File: config.mk
export PLATFORM = sky130hd
export DESIGN_NAME = sel_sort_ctrl
export DESIGN_NICKNAME = d
export VERILOG_FILES = /design/src/rtl/sel_sort_ctrl.sv
export SDC_FILE = /design/constraint.sdc
export NUM_CORES = 1
export LEC_CHECK = 0
export BUFFER_PORTS_ARGS = -buffer_cell sky130_fd_sc_hd__clkbuf_2
export CORE_MARGIN = 1.5
export CORE_UTILIZATION = 51
export CTS_CLUSTER_SIZE = 20
export DETAILED_ROUTE_END_ITERATION = 8
export PLACE_DENSITY = 0.88
export SYNTH_ARGS = -nofsm -noshare
export SYNTH_HDL_FRONTEND = slang
export SYNTH_SLANG_ARGS = --single-unit
File: constraint.sdc
create_clock -name i_clk -period 2 [get_ports i_clk]
set_input_delay 0.4 -clock i_clk [delete_from_list [all_inputs] [get_ports i_clk]]
set_output_delay 0.4 -clock i_clk [all_outputs]
set_load 0.01 [all_outputs]
File: src/rtl/sel_sort_ctrl.sv
// sel_sort_ctrl: sequencer for an in-place selection sort of a single-port RAM.
//   For each outer index i, it reads mem[i]. It then scans j = i+1..N_ELEM-1
//   and tracks the running minimum value. It drives update pulses into an
//   external minimum-address register. At the end of a pass it swaps mem[i]
//   with mem[min] when they differ.
//
// Ports:
//   i_clk, i_rst_n    clock (rising edge), asynchronous active-low reset
//   i_start           start request, sampled in IDLE only
//   o_busy            high in every state except IDLE
//   o_done            one-cycle pulse in DONE
//   o_mem_addr        RAM address (holds its last value when unused)
//   o_mem_we          RAM write enable
//   o_mem_wdata       RAM write data
//   i_mem_rdata       RAM read data, one cycle after the address
//   o_value_i/_j      current outer / inner index
//   o_update_i        load the min-address register with o_value_i
//   o_update_min      load the min-address register with o_value_j
//   i_addr_min        min-address register contents
module sel_sort_ctrl #(
    parameter int SIZE_ADDR = 8,
    parameter int SIZE_DATA = 8,
    parameter int N_ELEM    = 16
) (
    input  logic                 i_clk,
    input  logic                 i_rst_n,
    input  logic                 i_start,
    output logic                 o_busy,
    output logic                 o_done,
    output logic [SIZE_ADDR-1:0] o_mem_addr,
    output logic                 o_mem_we,
    output logic [SIZE_DATA-1:0] o_mem_wdata,
    input  logic [SIZE_DATA-1:0] i_mem_rdata,
    output logic [SIZE_ADDR-1:0] o_value_i,
    output logic [SIZE_ADDR-1:0] o_value_j,
    output logic                 o_update_i,
    output logic                 o_update_min,
    input  logic [SIZE_ADDR-1:0] i_addr_min
);

    typedef enum logic [3:0] {
        S_IDLE, S_RD_I, S_LD_I, S_RD_J, S_CMP, S_CHK, S_SW1, S_SW2, S_DONE
    } state_t;

    // End-of-range constants in index width, so the loops stop before any wrap
    // when N_ELEM == 2^SIZE_ADDR.
    localparam logic [SIZE_ADDR-1:0] LAST_J = SIZE_ADDR'(N_ELEM - 1);
    localparam logic [SIZE_ADDR-1:0] LAST_I = SIZE_ADDR'(N_ELEM - 2);

    state_t               state;
    logic [SIZE_ADDR-1:0] r_i, r_j;
    logic [SIZE_DATA-1:0] r_min_val, r_val_i;
    logic                 less;
    logic                 adv;

    assign less = i_mem_rdata < r_min_val;

    // The compared word only arrives during CMP. The update has to land in the
    // min-address register by CHK, so this pulse stays combinational.
    assign o_update_min = (state == S_CMP) && less;

    assign o_value_i = r_i;
    assign o_value_j = r_j;

    // End of pass: either no swap was needed, or the second swap write is done.
    assign adv = ((state == S_CHK) && (i_addr_min == r_i)) || (state == S_SW2);

    // Registered outputs are loaded for the state being entered.
    always_ff @(posedge i_clk or negedge i_rst_n) begin
        if (!i_rst_n) begin
            state       <= S_IDLE;
            r_i         <= '0;
            r_j         <= '0;
            r_min_val   <= '0;
            r_val_i     <= '0;
            o_busy      <= 1'b0;
            o_done      <= 1'b0;
            o_mem_addr  <= '0;
            o_mem_we    <= 1'b0;
            o_mem_wdata <= '0;
            o_update_i  <= 1'b0;
        end else begin
            o_mem_we   <= 1'b0;
            o_update_i <= 1'b0;
            o_done     <= 1'b0;
            unique case (state)
                S_IDLE: if (i_start) begin
                    r_i        <= '0;
                    o_mem_addr <= '0;
                    o_update_i <= 1'b1;
                    o_busy     <= 1'b1;
                    state      <= S_RD_I;
                end
                S_RD_I: state <= S_LD_I;
                S_LD_I: begin
                    r_val_i    <= i_mem_rdata;
                    r_min_val  <= i_mem_rdata;
                    r_j        <= r_i + 1'b1;
                    o_mem_addr <= r_i + 1'b1;
                    state      <= S_RD_J;
                end
                S_RD_J: state <= S_CMP;
                S_CMP: begin
                    // Strict compare: on equal values, the first minimum is kept.
                    if (less) r_min_val <= i_mem_rdata;
                    if (r_j == LAST_J) begin
                        state <= S_CHK;
                    end else begin
                        r_j        <= r_j + 1'b1;
                        o_mem_addr <= r_j + 1'b1;
                        state      <= S_RD_J;
                    end
                end
                S_CHK: if (!adv) begin
                    o_mem_addr  <= i_addr_min;
                    o_mem_we    <= 1'b1;
                    o_mem_wdata <= r_val_i;
                    state       <= S_SW1;
                end
                S_SW1: begin
                    o_mem_addr  <= r_i;
                    o_mem_we    <= 1'b1;
                    o_mem_wdata <= r_min_val;
                    state       <= S_SW2;
                end
                S_SW2: ;
                S_DONE: begin
                    o_busy <= 1'b0;
                    state  <= S_IDLE;
                end
                default: state <= S_IDLE;
            endcase

            if (adv) begin
                if (r_i == LAST_I) begin
                    o_done <= 1'b1;
                    state  <= S_DONE;
                end else begin
                    r_i        <= r_i + 1'b1;
                    o_mem_addr <= r_i + 1'b1;
                    o_update_i <= 1'b1;
                    state      <= S_RD_I;
                end
            end
        end
    end

endmodule

==> results of run 1 <==
==> layout by cell type, fill, tap and decap left out, drive strengths merged, types with 3 or more instances in the layout <==
| cell type | instances |
|---|---|
| a211oi | 3 |
| a21o | 7 |
| a21oi | 10 |
| a221oi | 4 |
| and2 | 3 |
| and3 | 3 |
| buf | 74 |
| clkbuf | 62 |
| dfrtp | 56 |
| ha | 10 |
| inv | 15 |
| mux2 | 32 |
| mux2i | 8 |
| nand2 | 29 |
| nand2b | 5 |
| nand3 | 19 |
| nor2 | 23 |
| nor3 | 3 |
| nor4 | 3 |
| o211ai | 4 |
| o21ai | 19 |
| o22ai | 7 |
| o2bb2ai | 3 |
| xnor2 | 11 |
| xor2 | 10 |
==> power by group <==
group          internal, mW  leakage (nW)  switching [mW]
Sequential             1.56         0.697           0.329
Combinational          2.01          1.51            2.01
Clock                 0.253        0.0485           0.411
==> what timing repair did <==
item | CTS | global route
hold buffers | 1 | 0
buffers inserted | 10 | 12
pin swaps | 6 | 15
resized for setup | 14 | 40
endpoints found under the setup margin | 12 | 36
endpoints found under the hold margin | 10 | 0
cloned | 0 | 5
==> worst paths after layout <==
check	slack (ns)	to	from
setup reg to reg	-0.08	r_min_val[2]	r_min_val[5]
max in group asynchronous	0.94	o_value_j[0]	i_rst_n
hold / removal	0.36	r_min_val[0]	i_mem_rdata[0]
setup / recovery	-0.21	o_update_min	r_min_val[5]
min in group asynchronous	0.52	r_val_i[2]	i_rst_n
hold reg to reg	0.51	r_val_i[2]	r_val_i[2]
==> area by class of cell <==
cell class | count | area, sq um | area share (%)
clock inverters | 3 | 22.5 | 0.470
inverters | 14 | 52.6 | 1.10
multi-input cells | 251 | 2150 | 44.9
flip-flops and latches | 56 | 1410 | 29.4
well taps | 77 | 96.3 | 2.01
clock buffers | 5 | 68.8 | 1.44
repair buffers | 132 | 991 | 20.7
==> sequential cells by signal (all words and copies together) (netlist names) <==
register	count
o_value_j	8
state	4
o_done	1
o_mem_we	1
o_value_i	8
o_update_i	1
o_busy	1
o_mem_wdata	8
r_min_val	8
o_mem_addr	8
r_val_i	8
==> metal layers <==
metal  vias up  GRT usage, %
met1      1669          37.8
met5         -             0
met3        69          5.84
met4         0          13.0
li1       1466             -
met2       284          47.8
==> cell families after synthesis <==
family / count (synthesis) / share of synthesized area (%)
buffers and inverters: 33 / 4.77
DFF: 56 / 40.8
xor gates and xnor gates: 21 / 5.79
muxes: 40 / 12.8
AOI/OAI and AO/OA: 79 / 17.1
adders and majority gates: 10 / 3.64
and+or+nand+nor: 100 / 15.1
==> critical path: stages (launching register included) <==
cell and delay [ns]:
dfrtp_1 0.43, inv_2 0.08, ha_4 0.20, a21o_1 0.16, a21o_1 0.16, a211oi_2 0.16, o31a_2 0.18, buf_6 0.10
==> stage by stage <==
stage	instance area (sq um)	std cells	power, mW	setup slack [ns]	utilization [%]
finish	4790	538	6.56	-0.206	74.6
global route	4790	538	6.84	-0.256	74.6
CTS	4440	523	5.85	-0.178	69.1
detailed placement	4200	504	4.90	-0.140	65.3
global placement	4200	504	4.72	-0.0702	65.3
floorplan	3510	339	3.81	-0.0380	-
==> synthesized netlist by cell type, types with 2 or more instances <==
library cell | number | area [sq um]
o22ai_1 | 5 | 31.3
a21o_1 | 7 | 52.6
xnor2_2 | 2 | 32.5
nor3b_1 | 2 | 15.0
a221oi_1 | 4 | 35.0
nand2b_1 | 5 | 31.3
buf_6 | 4 | 45.0
xor2_1 | 10 | 87.6
xnor2_1 | 9 | 78.8
and2_1 | 2 | 12.5
a21oi_1 | 9 | 45.0
nand2_1 | 27 | 101
o21ai_1 | 5 | 25.0
buf_2 | 5 | 25.0
mux2i_1 | 8 | 80.1
ha_1 | 10 | 125
a222oi_1 | 2 | 20.0
clkbuf_1 | 9 | 33.8
o22ai_2 | 2 | 25.0
nand3_1 | 19 | 95.1
nor2b_1 | 2 | 12.5
a211oi_1 | 3 | 22.5
nor4_1 | 2 | 12.5
o31ai_1 | 2 | 15.0
nor3_1 | 3 | 15.0
mux2_2 | 31 | 349
o21a_1 | 2 | 15.0
inv_1 | 14 | 52.6
and3_1 | 3 | 18.8
a22o_1 | 2 | 17.5
o2bb2ai_1 | 3 | 26.3
o21ai_0 | 13 | 65.1
dfrtp_1 | 56 | 1400
nor2_1 | 22 | 82.6
a31oi_1 | 2 | 12.5
o211ai_1 | 4 | 30.0
==> summary.md, run 1 <==
| Metric | Value |
|---|---|
| Outcome | `complete, but fails checks` |
| Failing checks | `design-rule violations, negative setup slack` |
| Tightest Pin Transition | `0.535 ns` |
| Syn_nets | `368` |
| Power Dens Cells | `1370 nW/um^2` |
| Layout cells sized above 1 | `50.1%` |
| Layout overhead on the synthesized area | `39.5%` |
| Worst vdd ir | `0.866 mV` |
| Die width | `85.1 microns` |
| Final Max Tran Viols | `0` |
| Rel. slew slack | `64.2%` |
| Vias in the first global route | `3251` |
| Fin Setup TNS | `-0.975 ns` |
| H-tree Lvls | `2` |
| Clock slew seen by the registers of the worst setup and hold paths | `0.11 ns` |
| Clock insertion delay at the later pin of the skew report | `0.33 ns` |
| WL per Instance | `22.6 microns` |
| Syn Area/Cell | `10.1 sq um` |
| Core region area | `6420 sq um` |
| GRT Total Usage | `29.3%` |
| Die Span Y | `85.1 microns` |
| Fin worst setup slack | `-0.206 ns` |
| Critical path launch point type | `flip-flop` |
| Reg2Reg Depth | `10` |
| Clk_skew | `0.0132 ns` |
| Unique masters post-synth | `65` |
| IO Count | `56` |
| Synth Flop Type | `dfrtp_1` |
| Worst Path Arrival | `1.81 ns` |
| CTS tree | `built` |
| Synthesized area | `3430 sq um` |
| Final setup viols | `17` |
| Post-synthesis sequential area ratio | `40.8%` |
| Fmax | `453 MHz` |
| Post-route ant nets | `0` |
| 1st-iter DRT viols | `598` |
| DRT Pass-1 Iters | `9` |
| Synth Register Bits | `56` |
| Async SR Flop Fraction | `100%` |
| Met3 wire length | `1200 microns` |
| Max-Cap Viols | `0` |
| Worst Path Max Fanout | `2` |
| Row count | `29` |
| Yosys warns | `0` |
| DR WL met2 | `5840 microns` |
| Min-delay worst type | `in -> reg` |
| Worst setup EP type | `primary output` |
| Final hold vios | `0` |
| Port bufs | `55` |
| CTS max path bufs | `2` |
| Top routing layer used | `met4` |
| Inserted Clock Buffers | `5` |
| RSZ-0062 raised after global routing | `yes` |
| Total congestion overflow | `0` |
| Post-DP HPWL | `7160 microns` |
| First-pass GRT wire length | `16400 microns` |
| DIE AREA | `7230 sq um` |
| M1 WL | `4480 microns` |
| Initial antenna violation count | `0` |
| Total Routed Length | `12100 microns` |
| Layout Nets | `489` |
| Pleak | `2.26 nW` |
| Final period util | `110%` |
| Initial Util | `53.5%` |
| Tmin final | `2.21 ns` |
| EDFF count, synth | `0` |
| ANT cells | `0` |
| DRC viols | `1` |
| Hold path depth | `2` |
| Fillers | `363` |
| Routed vias/inst | `6.48` |
| Largest net degree at the start of global routing | `26` |
| Final hold slack | `0.362 ns` |
| Clk sinks | `56` |
| Synth Instances | `339` |
| GPL Wtd Cong | `0.925` |
| CTS root buf | `clkbuf_8` |
| CP required | `1.60 ns` |
| WS Path Type | `reg -> out` |
| Vias | `3488` |
No activity file was read; power rests on OpenSTA's default activity.
==> inputs of run 2 (changes only) <==
--- a/config.mk
+++ b/config.mk
@@ -11,6 +11,7 @@
 export CTS_CLUSTER_SIZE = 20
 export DETAILED_ROUTE_END_ITERATION = 8
 export PLACE_DENSITY = 0.88
+export RECOVER_POWER = 50
 export SYNTH_ARGS = -nofsm -noshare
 export SYNTH_HDL_FRONTEND = slang
 export SYNTH_SLANG_ARGS = --single-unit
==> summary.md, run 2 (synthesized netlist as in run 1, its figures left out) <==
| Metric | Value |
|---|---|
| Outcome | `complete, but fails checks` |
| Failing checks | `design-rule violations, negative setup slack` |
| ANT cells | `0 (unchanged)` |
| CP max-delay cell | `dfrtp_1` |
| Top delay family on crit path | `compound AO/OA/AOI/OAI gates` |
| Hold path depth | `2 (unchanged)` |
| Area used by multi-input combinational logic | `2150 sq um (unchanged)` |
| NetSw | `2.75 mW (about the same)` |
| Worst Path Max Fanout | `2 (unchanged)` |
| Inserted Clock Buffers | `5 (unchanged)` |
| Max incr delay on CP | `0.44 ns (about the same)` |
| DRC viols | `1 (unchanged)` |
| Most frequent cells in the layout | `buf_4 (60), dfrtp_1 (52), clkbuf_2 (50)` |
| Post-DP HPWL | `7160 microns (unchanged)` |
| Largest net degree at the start of global routing | `26 (unchanged)` |
| GRT Total Usage | `29.3% (unchanged)` |
| Core region area | `6420 sq um (unchanged)` |
| Row count | `29 (unchanged)` |
| CP required | `1.60 ns (about the same)` |
| WHS Endpoint | `r_min_val[0]` |
| Fmax | `452 MHz (-0.27%)` |
| RSZ-0062 raised after global routing | `yes` |
| First-pass GRT wire length | `16400 microns (unchanged)` |
| Pleak | `2.23 nW (-1.3%)` |
| H-tree Lvls | `2 (unchanged)` |
| Rel. slew slack | `56.5% (-7.7 points)` |
| DRT Pass-1 Iters | `9 (unchanged)` |
| Clock slew seen by the registers of the worst setup and hold paths | `0.11 ns (about the same)` |
| Reg2Reg Depth | `10 (unchanged)` |
| FF+latch area | `1410 sq um (unchanged)` |
| Final period util | `111% (+0.29 points)` |
| Clock share of power | `10.2% (about the same)` |
| WS Path Type | `reg -> out` |
| Clk sinks | `56 (unchanged)` |
| 1st-iter DRT viols | `633 (+5.9%)` |
| Final design utilization | `74.1% (-0.45 points)` |
| Total congestion overflow | `0 (unchanged)` |
| CTS tree | `built` |
| Clk_skew | `0.0131 ns (-0.0000267 ns)` |
| IO Count | `56 (unchanged)` |
| Initial antenna violation count | `0 (unchanged)` |
| CTS root buf | `clkbuf_8` |
| Layout overhead on the synthesized area | `38.6%` |
| Internal Power | `3.80 mW (-0.31%)` |
| DIE AREA | `7230 sq um (unchanged)` |
| Worst Path Arrival | `1.81 ns (about the same)` |
| Vias in the first global route | `3251 (unchanged)` |
| Hold path startpoint | `i_mem_rdata[0]` |
| GPL Wtd Cong | `0.925 (unchanged)` |
| R2R Path Start | `r_min_val[5]` |
| Vias | `3510 (+0.63%)` |
| Die Span Y | `85.1 microns (unchanged)` |
| Final Max Tran Viols | `0 (unchanged)` |
| Max-Cap Viols | `0 (unchanged)` |
| Worst path most repeated cell | `a21o_1` |
| Seq pwr share | `28.9% (about the same)` |
| Clock insertion delay at the later pin of the skew report | `0.33 ns (about the same)` |
| Die width | `85.1 microns (unchanged)` |
| RR Endpoint | `r_min_val[6]` |
| Final setup viols | `18 (+1)` |
| Tmin final | `2.21 ns (+0.00588 ns)` |
| Leading cell type in the layout, fill and taps excluded | `buf_4` |
| Worst setup EP type | `primary output` |
| Layout cells sized above 1 | `48.6% (-1.5 points)` |
| Tightest Pin Transition | `0.653 ns (+0.118 ns)` |
| Critical path launch point type | `flip-flop` |
| Fin worst setup slack | `-0.212 ns (-0.00588 ns)` |
| Fin Setup TNS | `-1.02 ns (-0.0434 ns)` |
| Port bufs | `55 (unchanged)` |
| Logic pwr share | `60.9% (-0.2 points)` |
| Placed cells | `504 (unchanged)` |
| Total Routed Length | `12100 microns (-0.44%)` |
| CP Buf/Inv Count | `2 (unchanged)` |
| Routed vias/inst | `6.52 (+0.63%)` |
| Post-route ant nets | `0 (unchanged)` |
| Crit-path cells | `inv_2, ha_4, a21o_1, a21o_1, a211oi_2, o31a_2, buf_6` |
| Min-delay worst type | `in -> reg` |
| Initial Util | `53.5% (unchanged)` |
| Final hold vios | `0 (unchanged)` |
| Switching part of the total | `41.9% (+0.070 points)` |
| Power Dens Cells | `1380 nW/um^2 (+0.41%)` |
| Worst vdd ir | `0.868 mV (+0.15%)` |
| Layout Nets | `489 (unchanged)` |
| WL per Instance | `22.5 microns (-0.44%)` |
| CTS max path bufs | `2 (unchanged)` |
| Post-Layout Cell Count | `538 (unchanged)` |
| R2R setup slack | `-0.08 ns (about the same)` |
| Fillers | `372 (+2.5%)` |
run 2: how the worst max path moves through the flow:
stage,start,to,slack (ns),cells past startpoint
final,r_min_val[5],o_update_min,-0.21,7
after global routing,r_min_val[5],o_update_min,-0.26,7
after CTS,state[1],o_update_min,-0.18,4
after detailed placement,i_mem_rdata[5],r_min_val[0],-0.14,8
after global placement,i_mem_rdata[1],r_min_val[3],-0.07,7
after floorplan,o_value_i[3],o_mem_wdata[0],-0.04,6
run 2: what timing repair did:
action / in CTS / in global routing
pin swaps: 6 / 15
gates cloned: 0 / 5
hold buffers: 1 / 0
endpoints found under the hold margin: 10 / 0
setup endpoints to repair: 12 / 36
setup buffers: 10 / 12
gates resized for setup: 14 / 40
run 2: per-layer routing:
layer,wire length (microns),vias to the layer above,global-route usage (%),share of wire [%]
li1,-,1474,-,-
met1,4490,1638,37.8,37
met2,5700,315,47.8,47
met3,1240,83,5.84,10
met4,660,0,13.0,5.5
met5,0,-,0,0
run 2: cell type report:
type / count / share of cell area, %
timing repair buffer: 132 / 20.2
multi-input combinational: 251 / 45.2
tap: 77 / 2.02
clock inverter: 3 / 0.473
sequential: 56 / 29.5
inverter: 14 / 1.10
clock buffer: 5 / 1.45
run 2: through the flow:
stage	setup WS (ns)	area (sq um)	power (mW)	hold slack, ns
detailed placement	-0.140	4200	4.90	0.311
CTS	-0.178	4440	5.85	0.349
global placement	-0.0702	4200	4.72	0.313
global route	-0.256	4760	6.83	0.343
finish	-0.212	4760	6.55	0.357
floorplan	-0.0380	3510	3.81	0.104
run 2: power groups by stage:
stage | registers (mW) | logic [mW] | clock network (mW)
final | 1.89 | 3.99 | 0.667
after global routing | 1.92 | 4.20 | 0.706
after CTS | 1.83 | 3.35 | 0.664
after detailed placement | 1.87 | 3.03 | 0
after global placement | 1.83 | 2.89 | 0
after floorplan | 1.92 | 1.89 | 0
